$ cat src/rtl/i2c_reg_writer.sv
// -----------------------------------------------------------------------------
// i2c_reg_writer
// Single-master I2C write engine. Each accepted request becomes one frame on
// the wire: START, {DEV_ADDR,W}, reg_addr, reg_data, STOP. SCL is push-pull,
// SDA is open-drain (sda_oe=1 pulls the line low).
//
// Parameters
//   DEV_ADDR  7-bit slave address (first byte on the wire is {DEV_ADDR,1'b0})
//   CLK_DIV   clk cycles per SCL quarter-period (2..65535)
//
// Ports
//   clk        in   sole clock, rising edge
//   reset      in   synchronous active-high reset
//   write_en   in   request strobe, accepted when not busy (also in the done cycle)
//   reg_addr   in   register/control byte, captured on accept
//   reg_data   in   data byte, captured on accept
//   done       out  one-cycle pulse after STOP completes
//   busy       out  frame in progress
//   ack_error  out  sticky NACK flag, cleared on the next accept
//   scl        out  I2C clock
//   sda_oe     out  SDA pull-down enable
//   sda_in     in   sampled SDA line level
//
// Build option
//   I2C_NACK_ABORT_EN  when defined, a NACK ends the frame early: after the
//                      NACKed ACK slot the engine goes straight to STOP.
// -----------------------------------------------------------------------------
`timescale 1ns/1ps

module i2c_reg_writer #(
  parameter logic [6:0]  DEV_ADDR = 7'h3C,
  parameter int unsigned CLK_DIV  = 125
) (
  input  logic       clk,
  input  logic       reset,
  input  logic       write_en,
  input  logic [7:0] reg_addr,
  input  logic [7:0] reg_data,
  output logic       done,
  output logic       busy,
  output logic       ack_error,
  output logic       scl,
  output logic       sda_oe,
  input  logic       sda_in
);

  localparam logic [15:0] QTR_LAST = 16'(CLK_DIV - 1);

  typedef enum logic [2:0] {
    ST_IDLE  = 3'd0,
    ST_START = 3'd1,
    ST_BIT   = 3'd2,
    ST_STOP  = 3'd3,
    ST_FIN   = 3'd4
  } state_e;

  state_e      state_q, state_d;
  logic [15:0] cnt_q, cnt_d;       // cycle counter within a quarter
  logic [1:0]  qtr_q, qtr_d;       // quarter index within the current phase
  logic [3:0]  bit_q, bit_d;       // 0..7 data bits, 8 = ACK slot
  logic [1:0]  byte_q, byte_d;     // byte index within the frame
  logic [23:0] shift_q, shift_d;   // MSB is the bit currently on the wire
  logic        ack_err_q, ack_err_d;
  logic        busy_q, busy_d;
  logic        done_q, done_d;
  logic        scl_q, scl_d;
  logic        sda_oe_q, sda_oe_d;
  logic        tick;
  logic        abort_now;

  // Line levels {scl, sda_oe} for the phase/quarter about to be entered.
  function automatic logic [1:0] line_levels(input state_e st, input logic [1:0] qtr,
                                             input logic ack_slot, input logic bit_val);
    logic [1:0] lv;
    case (st)
      ST_START: lv = {(qtr == 2'd0), 1'b1};
      ST_BIT:   lv = {((qtr == 2'd1) || (qtr == 2'd2)), (ack_slot ? 1'b0 : ~bit_val)};
      ST_STOP:  lv = {(qtr != 2'd0), (qtr != 2'd2)};
      default:  lv = 2'b10;
    endcase
    return lv;
  endfunction

  assign tick = (cnt_q == QTR_LAST);

`ifdef I2C_NACK_ABORT_EN
  // ack_error can only be set by the slot that is just finishing, because the
  // first NACK always ends the frame.
  assign abort_now = ack_err_q;
`else
  assign abort_now = 1'b0;
`endif

  // Next-state, counters, shift register and registered line levels.
  always_comb begin
    state_d   = state_q;
    cnt_d     = cnt_q;
    qtr_d     = qtr_q;
    bit_d     = bit_q;
    byte_d    = byte_q;
    shift_d   = shift_q;
    ack_err_d = ack_err_q;
    busy_d    = busy_q;
    done_d    = 1'b0;

    case (state_q)
      ST_IDLE, ST_FIN: begin
        cnt_d  = 16'd0;
        qtr_d  = 2'd0;
        bit_d  = 4'd0;
        byte_d = 2'd0;
        if (write_en) begin
          state_d   = ST_START;
          shift_d   = {DEV_ADDR, 1'b0, reg_addr, reg_data};
          ack_err_d = 1'b0;
          busy_d    = 1'b1;
        end else begin
          state_d = ST_IDLE;
          busy_d  = 1'b0;
        end
      end

      ST_START: begin
        cnt_d = tick ? 16'd0 : (cnt_q + 16'd1);
        if (tick) begin
          if (qtr_q == 2'd1) begin
            state_d = ST_BIT;
            qtr_d   = 2'd0;
          end else begin
            qtr_d = qtr_q + 2'd1;
          end
        end else begin
          qtr_d = qtr_q;
        end
      end

      ST_BIT: begin
        cnt_d = tick ? 16'd0 : (cnt_q + 16'd1);
        if (tick) begin
          qtr_d = qtr_q + 2'd1;  // wraps 3 -> 0 into the next slot
          // ACK is sampled on the last cycle of the second high quarter.
          if ((qtr_q == 2'd2) && (bit_q == 4'd8) && sda_in) begin
            ack_err_d = 1'b1;
          end else begin
            ack_err_d = ack_err_q;
          end
          if (qtr_q == 2'd3) begin
            if (bit_q == 4'd8) begin
              bit_d  = 4'd0;
              byte_d = byte_q + 2'd1;
              if ((byte_q == 2'd2) || abort_now) begin
                state_d = ST_STOP;
              end else begin
                state_d = ST_BIT;
              end
            end else begin
              bit_d   = bit_q + 4'd1;
              shift_d = {shift_q[22:0], 1'b0};
            end
          end else begin
            bit_d = bit_q;
          end
        end else begin
          qtr_d = qtr_q;
        end
      end

      ST_STOP: begin
        cnt_d = tick ? 16'd0 : (cnt_q + 16'd1);
        if (tick) begin
          if (qtr_q == 2'd2) begin
            state_d = ST_FIN;
            qtr_d   = 2'd0;
            done_d  = 1'b1;
            busy_d  = 1'b0;
          end else begin
            qtr_d = qtr_q + 2'd1;
          end
        end else begin
          qtr_d = qtr_q;
        end
      end

      default: begin
        state_d = ST_IDLE;
        cnt_d   = 16'd0;
        qtr_d   = 2'd0;
        busy_d  = 1'b0;
      end
    endcase

    // Outputs follow the next state so they are registered yet aligned to
    // the quarter boundaries.
    {scl_d, sda_oe_d} = line_levels(state_d, qtr_d, (bit_d == 4'd8), shift_d[23]);
  end

  // State and output registers with synchronous reset.
  always_ff @(posedge clk) begin
    if (reset) begin
      state_q   <= ST_IDLE;
      cnt_q     <= 16'd0;
      qtr_q     <= 2'd0;
      bit_q     <= 4'd0;
      byte_q    <= 2'd0;
      shift_q   <= 24'd0;
      ack_err_q <= 1'b0;
      busy_q    <= 1'b0;
      done_q    <= 1'b0;
      scl_q     <= 1'b1;
      sda_oe_q  <= 1'b0;
    end else begin
      state_q   <= state_d;
      cnt_q     <= cnt_d;
      qtr_q     <= qtr_d;
      bit_q     <= bit_d;
      byte_q    <= byte_d;
      shift_q   <= shift_d;
      ack_err_q <= ack_err_d;
      busy_q    <= busy_d;
      done_q    <= done_d;
      scl_q     <= scl_d;
      sda_oe_q  <= sda_oe_d;
    end
  end

  assign done      = done_q;
  assign busy      = busy_q;
  assign ack_error = ack_err_q;
  assign scl       = scl_q;
  assign sda_oe    = sda_oe_q;

endmodule

$ cat config.mk
export PLATFORM = sky130hd
export DESIGN_NAME = i2c_reg_writer
export DESIGN_NICKNAME = d
export VERILOG_FILES = /design/src/rtl/i2c_reg_writer.sv
export SDC_FILE = /design/constraint.sdc
export NUM_CORES = 1
export LEC_CHECK = 0
export CORE_ASPECT_RATIO = 0.5
export CORE_UTILIZATION = 57
export CTS_CLUSTER_SIZE = 40
export DETAILED_ROUTE_END_ITERATION = 8
export MAX_ROUTING_LAYER = met4
export PLACE_DENSITY = 0.86
export SYNTH_ARGS = -nofsm -noshare
export SYNTH_HDL_FRONTEND = slang
export SYNTH_SLANG_ARGS = --single-unit
$ cat constraint.sdc
create_clock -name clk -period 6.1 [get_ports clk]
set_input_delay 1.22 -clock clk [delete_from_list [all_inputs] [get_ports clk]]
set_output_delay 1.22 -clock clk [all_outputs]
set_load 0.005 [all_outputs]
# Word-level counts from Yosys, hierarchy flattened
# Cells that the tools add are included.
[classes] reduce_logical=16 n_bitwise=5 addsub=4 n_eq_ne=25 mux=40
[ops] cell="$mux W24" n=4
[ops] cell="$pmux W24 S2" n=1
[ops] cell="$mux W3" n=7
[ops] cell="$ne A2 B2 Y1 const B" n=9
[ops] cell="$add A16 B1 Y16 const B" n=1
[ops] cell="$eq A16 B7 Y1 const B" n=1
[ops] cell="$mux W2" n=8
[ops] cell="$eq A3 B2 Y1 const B" n=4
[ops] cell="$mux W4" n=3
[ops] cell="$pmux W2 S3" n=2
[ops] cell="$pmux W3 S4" n=1
[ops] cell="$mux W1" n=10
[ops] cell="$reduce_or A3 Y1" n=3
[ops] cell="$eq A2 B2 Y1 const B" n=4
[ops] cell="$eq A4 B4 Y1 const B" n=2
[ops] cell="$pmux W4 S2" n=1
[ops] cell="$reduce_and A4 Y1" n=2
[ops] cell="$eq A3 B1 Y1 const B" n=2
[ops] cell="$not A1 Y1" n=5
[ops] cell="$reduce_and A5 Y1" n=1
[ops] cell="$add A2 B1 Y2 const B" n=2
[ops] cell="$add A4 B1 Y4 const B" n=1
[ops] cell="$eq A2 B1 Y1 const B" n=2
[ops] cell="$pmux W2 S2" n=1
[ops] cell="other kinds (10)" n=13
[word_totals] out_inout_bits=5 regBits=56

# Depth between registers and ports, before layout
[logic_depth] ltp_word=8 mapped_depth=11

# Worst setup path before layout
# OpenSTA, ideal clock, no wires.
[synth_path] path_type="input-to-reg" startpoint="input reset" endpoint="register sda_oe_q (netlist: sda_oe)" setup_slack_ns=4.028 stages=5 arrival_time_ns=1.976 required_time_ns=6.004 cell_sequence="clkbuf_1 a21oi_1 nor2b_1 nand2_1 o41ai_2"
[synth_rtl] element="start: declaration" line="35" source="input logic reset,"
[synth_rtl] element="end signal: assignment" line="222" source="sda_oe_q <= sda_oe_d;"
[synth_rtl] element="end: declaration" line="67" source="logic sda_oe_q, sda_oe_d;"

# Worst setup path in the final report
[layout_path] startpoint="input write_en" endpoint="register shift_q[7]"
[layout_between] elab_chain_cells=2
[layout_rtl] element="start: declaration" line="36" source="input logic write_en,"
[layout_rtl] element="$ne A2 B2 Y1 (no source line)"
[layout_rtl] element="$reduce_and A5 Y1 (no source line)"
[layout_rtl] element="end signal: assignment" line="217" source="shift_q <= shift_d;"
[layout_rtl] element="end: declaration" line="62" source="logic [23:0] shift_q, shift_d;"
# Every way passes these cells.
# A chain may end at the register's enable or synchronous reset.

==> results.toml <==
[synth]
ys_seq_area_share_pct = 40.8
synthesis.area_um2 = 2750
postSynthRegisterBits = 56
synth-edff-count = 0
mappedNetlistNets = 359
synth_cell_types = 48
yosysWarningCount = 0
synthesis.instances = 326
post_synthesis_async_set_or_reset_flop_share_pct = 0
synthFlopType = "dfxtp_1"
post_synth.cell_area_avg_um2 = 8.43

[floorplanning]
design.die.area_um2 = 5120
die_y_um = 51.1
coreArea_um2 = 4510
die_x_um = 100
floorplan.rows = 17
start_util_pct = 60.9
total_i_o_pin_count = 25

[timing]
relSlewSlack_pct = 26.9
timing.clock.skew_ns = 0.00821
grt_setup_unrepaired = "false"
timing.final.hold_violations = 0
fmax_ghz = 0.344
finalSetupTns_ns = 0
timing.final.setup_violations = 0
timing.hold.ws_ns = 0.462
post-route-period-util_pct = 47.6
worst-slew-pin-transition_ns = 1.10
final-max-slew-violation-count = 0
fin_ws_ns = 3.19
timing.final.crit_period_ns = 2.91

[detailed_routing]
drt.antenna.violating_nets = 0
totalWireLength_mm = 5.45
routed_wire_length_per_instance_um = 13.3
detailroute.via_count = 2340
vias_per_cell = 5.72
drt_first_pass_iters = 5
post-route-drc-count = 0
first_iter_violations = 160

[clocking]
cts_tree = "built"
htreeDepth = 2
cts.path.max_buffers = 2
cts_hold_repair.buffers = 0
cts_resized = 0
post-cts-setup-buffers = 0
clock_sink_count = 56
clk-insertion-delay-late_ns = 0.31
cts-root-buf = "clkbuf_8"
tritoncts.num_buffers = 5
cts.reportedPaths.clkPinSlew_ns = 0.10

[critical_path]
reg2reg_setup_slack_ns = 3.37
cp.depth = 5
worst_path_max_delay_cell = "and2_0"
worst_path_largest_cell_delay_ns = 0.85
timing.critical_path.arrival_ns = 3.10
critPathMaxFanout = 22
critPathTopFamily = "simple AND/OR/NAND/NOR gates"
r2r_cells = 8
timing_worst_setup_path_type = "input port to register"
crit_path_start_kind = "input port"
worst_setup_path_endpoint = "shift_q[7]$_SDFFE_PP0P_"
critPathRequiredTime_ns = 6.29
setup.worst_path.start = "write_en"
critPathBufInv = 1
reg2reg_to = "sda_oe$_SDFF_PP0_"
crit_chain = "clkdlybuf4s50_1, and2_0, nor2_2, nand2_1, a21oi_1"
worst_r2r_startpoint = "cnt_q[0]$_SDFF_PP0_"
cp-end-kind = "register"

[final_layout]
finalNetCount = 375
filler_cell_count = 370
mostFrequentLayoutCells = "dfxtp_1 (56), nor2_1 (36), nand2_1 (36)"
finish.utilization_pct = 69.1
final_layout_size_suffix_gt1_share_pct = 5.25
layout.cells.most_common = "dfxtp_1"
final-seq-area_um2 = 1120
antenna_cells_inserted = 0
fin_cells = 409
area_delta_synth_final_pct = 13.4
multi_input_gate_area_um2 = 1490

[global_routing]
grt_pass1_wl_mm = 9.38
grt_antenna_before_repair = 0
grt_start_max_net_pins = 39
gr-usage-all-layers_pct = 23.9
overflow = 0
grt_pass1_vias = 2182

[place]
dp_slack_ns = 2.84
portBuffers = 24
place_congestion = 0.870
post-dp-hpwl_mm = 3.78
dp.cells = 401

[power]
power_leakage_nw = 1.10
ir_worst_vdd_uv = 148
pwr_density_cell_nw_per_um2 = 243

[flow_run]
max_cap_viol_count = 0

[min_path]
hold_path.class = "register to register"

[status]
outcome = "finished clean"
## power by group
group	switching (mW)	leakage (nW)	internal [mW]
registers	0.0153	0.456	0.386
logic	0.0631	0.586	0.0507
clock network	0.119	0.0558	0.124
## worst register-to-register path: stages, from the launching register on
cell and delay, ns:
dfxtp_1 0.36, inv_1 0.09, ha_1 0.15, nor4b_4 0.41
nand2_1 0.09, and4bb_1 0.91, a31o_1 0.28, nor4_2 0.07
o41ai_2 0.28
## routing by layer
layer | GRT usage, % | share of wire [%] | vias up
met4 | 8.21 | 1.2 | 0
met3 | 6.02 | 4.7 | 8
met5 | - | 0 | -
li1 | - | - | 1182
met1 | 28.1 | 47 | 1090
met2 | 40.5 | 47 | 60
## cell type report
class	instances	share of cell area [%]
clock inverters	2	1.24
clock buffers	6	2.33
multi-input cells	239	47.9
well taps	66	2.65
repair buffers	26	8.19
inverters	14	1.69
flip-flops and latches	56	36.0
## synthesized netlist by cell type (2+ instances only)
master,count,share of area [%]
dfxtp_1,56,41
nand2_1,36,4.9
nor2_1,36,4.9
a21oi_1,29,5.3
a22oi_1,15,4.1
inv_1,14,1.9
nand3_1,14,2.6
ha_1,13,5.9
nor3_1,12,2.2
clkbuf_1,9,1.2
xor2_1,9,2.9
o21ai_0,8,1.5
buf_2,7,1.3
nand4_1,7,1.6
a31oi_1,5,1.1
nor3b_1,5,1.4
and3_1,4,0.91
and4_1,4,1.3
and2_1,3,0.68
nor2b_1,3,0.68
or3_1,3,0.68
xnor2_1,3,0.96
a211oi_1,2,0.55
nand2b_1,2,0.46
nor4_1,2,0.46
nor4bb_1,2,0.73
o211ai_1,2,0.55
## stage by stage
stage | power [mW] | area [um2]
finish | 0.759 | 3120
global route | 0.794 | 3120
CTS | 0.762 | 3120
detailed placement | 0.522 | 3010
global placement | 0.518 | 3010
floorplan | 0.484 | 2750
## how the worst min path moves through the flow
stage | startpoint | end | slack [ns] | depth (start not counted)
after floorplan | byte_q[0]$_SDFFE_PP0P_ | byte_q[0]$_SDFFE_PP0P_ | 0.43 | 2
after global placement | shift_q[5]$_SDFFE_PP0P_ | shift_q[5]$_SDFFE_PP0P_ | 0.44 | 2
after detailed placement | shift_q[4]$_SDFFE_PP0P_ | shift_q[4]$_SDFFE_PP0P_ | 0.45 | 2
after CTS | shift_q[4]$_SDFFE_PP0P_ | shift_q[4]$_SDFFE_PP0P_ | 0.46 | 2
after global routing | shift_q[4]$_SDFFE_PP0P_ | shift_q[4]$_SDFFE_PP0P_ | 0.48 | 2
final | shift_q[14]$_SDFFE_PP0P_ | shift_q[14]$_SDFFE_PP0P_ | 0.46 | 2
## cell families (layout without fill, tap and decap cells)
logic type / count (synthesis) / after routing / synth area share [%]
multiplexers: 1 / 1 / 0.364
XOR/XNOR: 12 / 12 / 3.83
adder cells (fa/ha/maj): 13 / 13 / 5.92
AND/OR/NAND/NOR: 144 / 144 / 28.3
flip-flops: 56 / 56 / 40.8
buffers and inverters: 31 / 48 / 4.83
AO/OA/AOI/OAI: 69 / 69 / 16.0
## state kept, by name (all words and copies together) (netlist names), 2 cells and up
signal   flops
shift_q     24
state_q      3
byte_q       2
bit_q        4
qtr_q        2
cnt_q       16
Note: power is estimated with default switching activity, not from simulation.
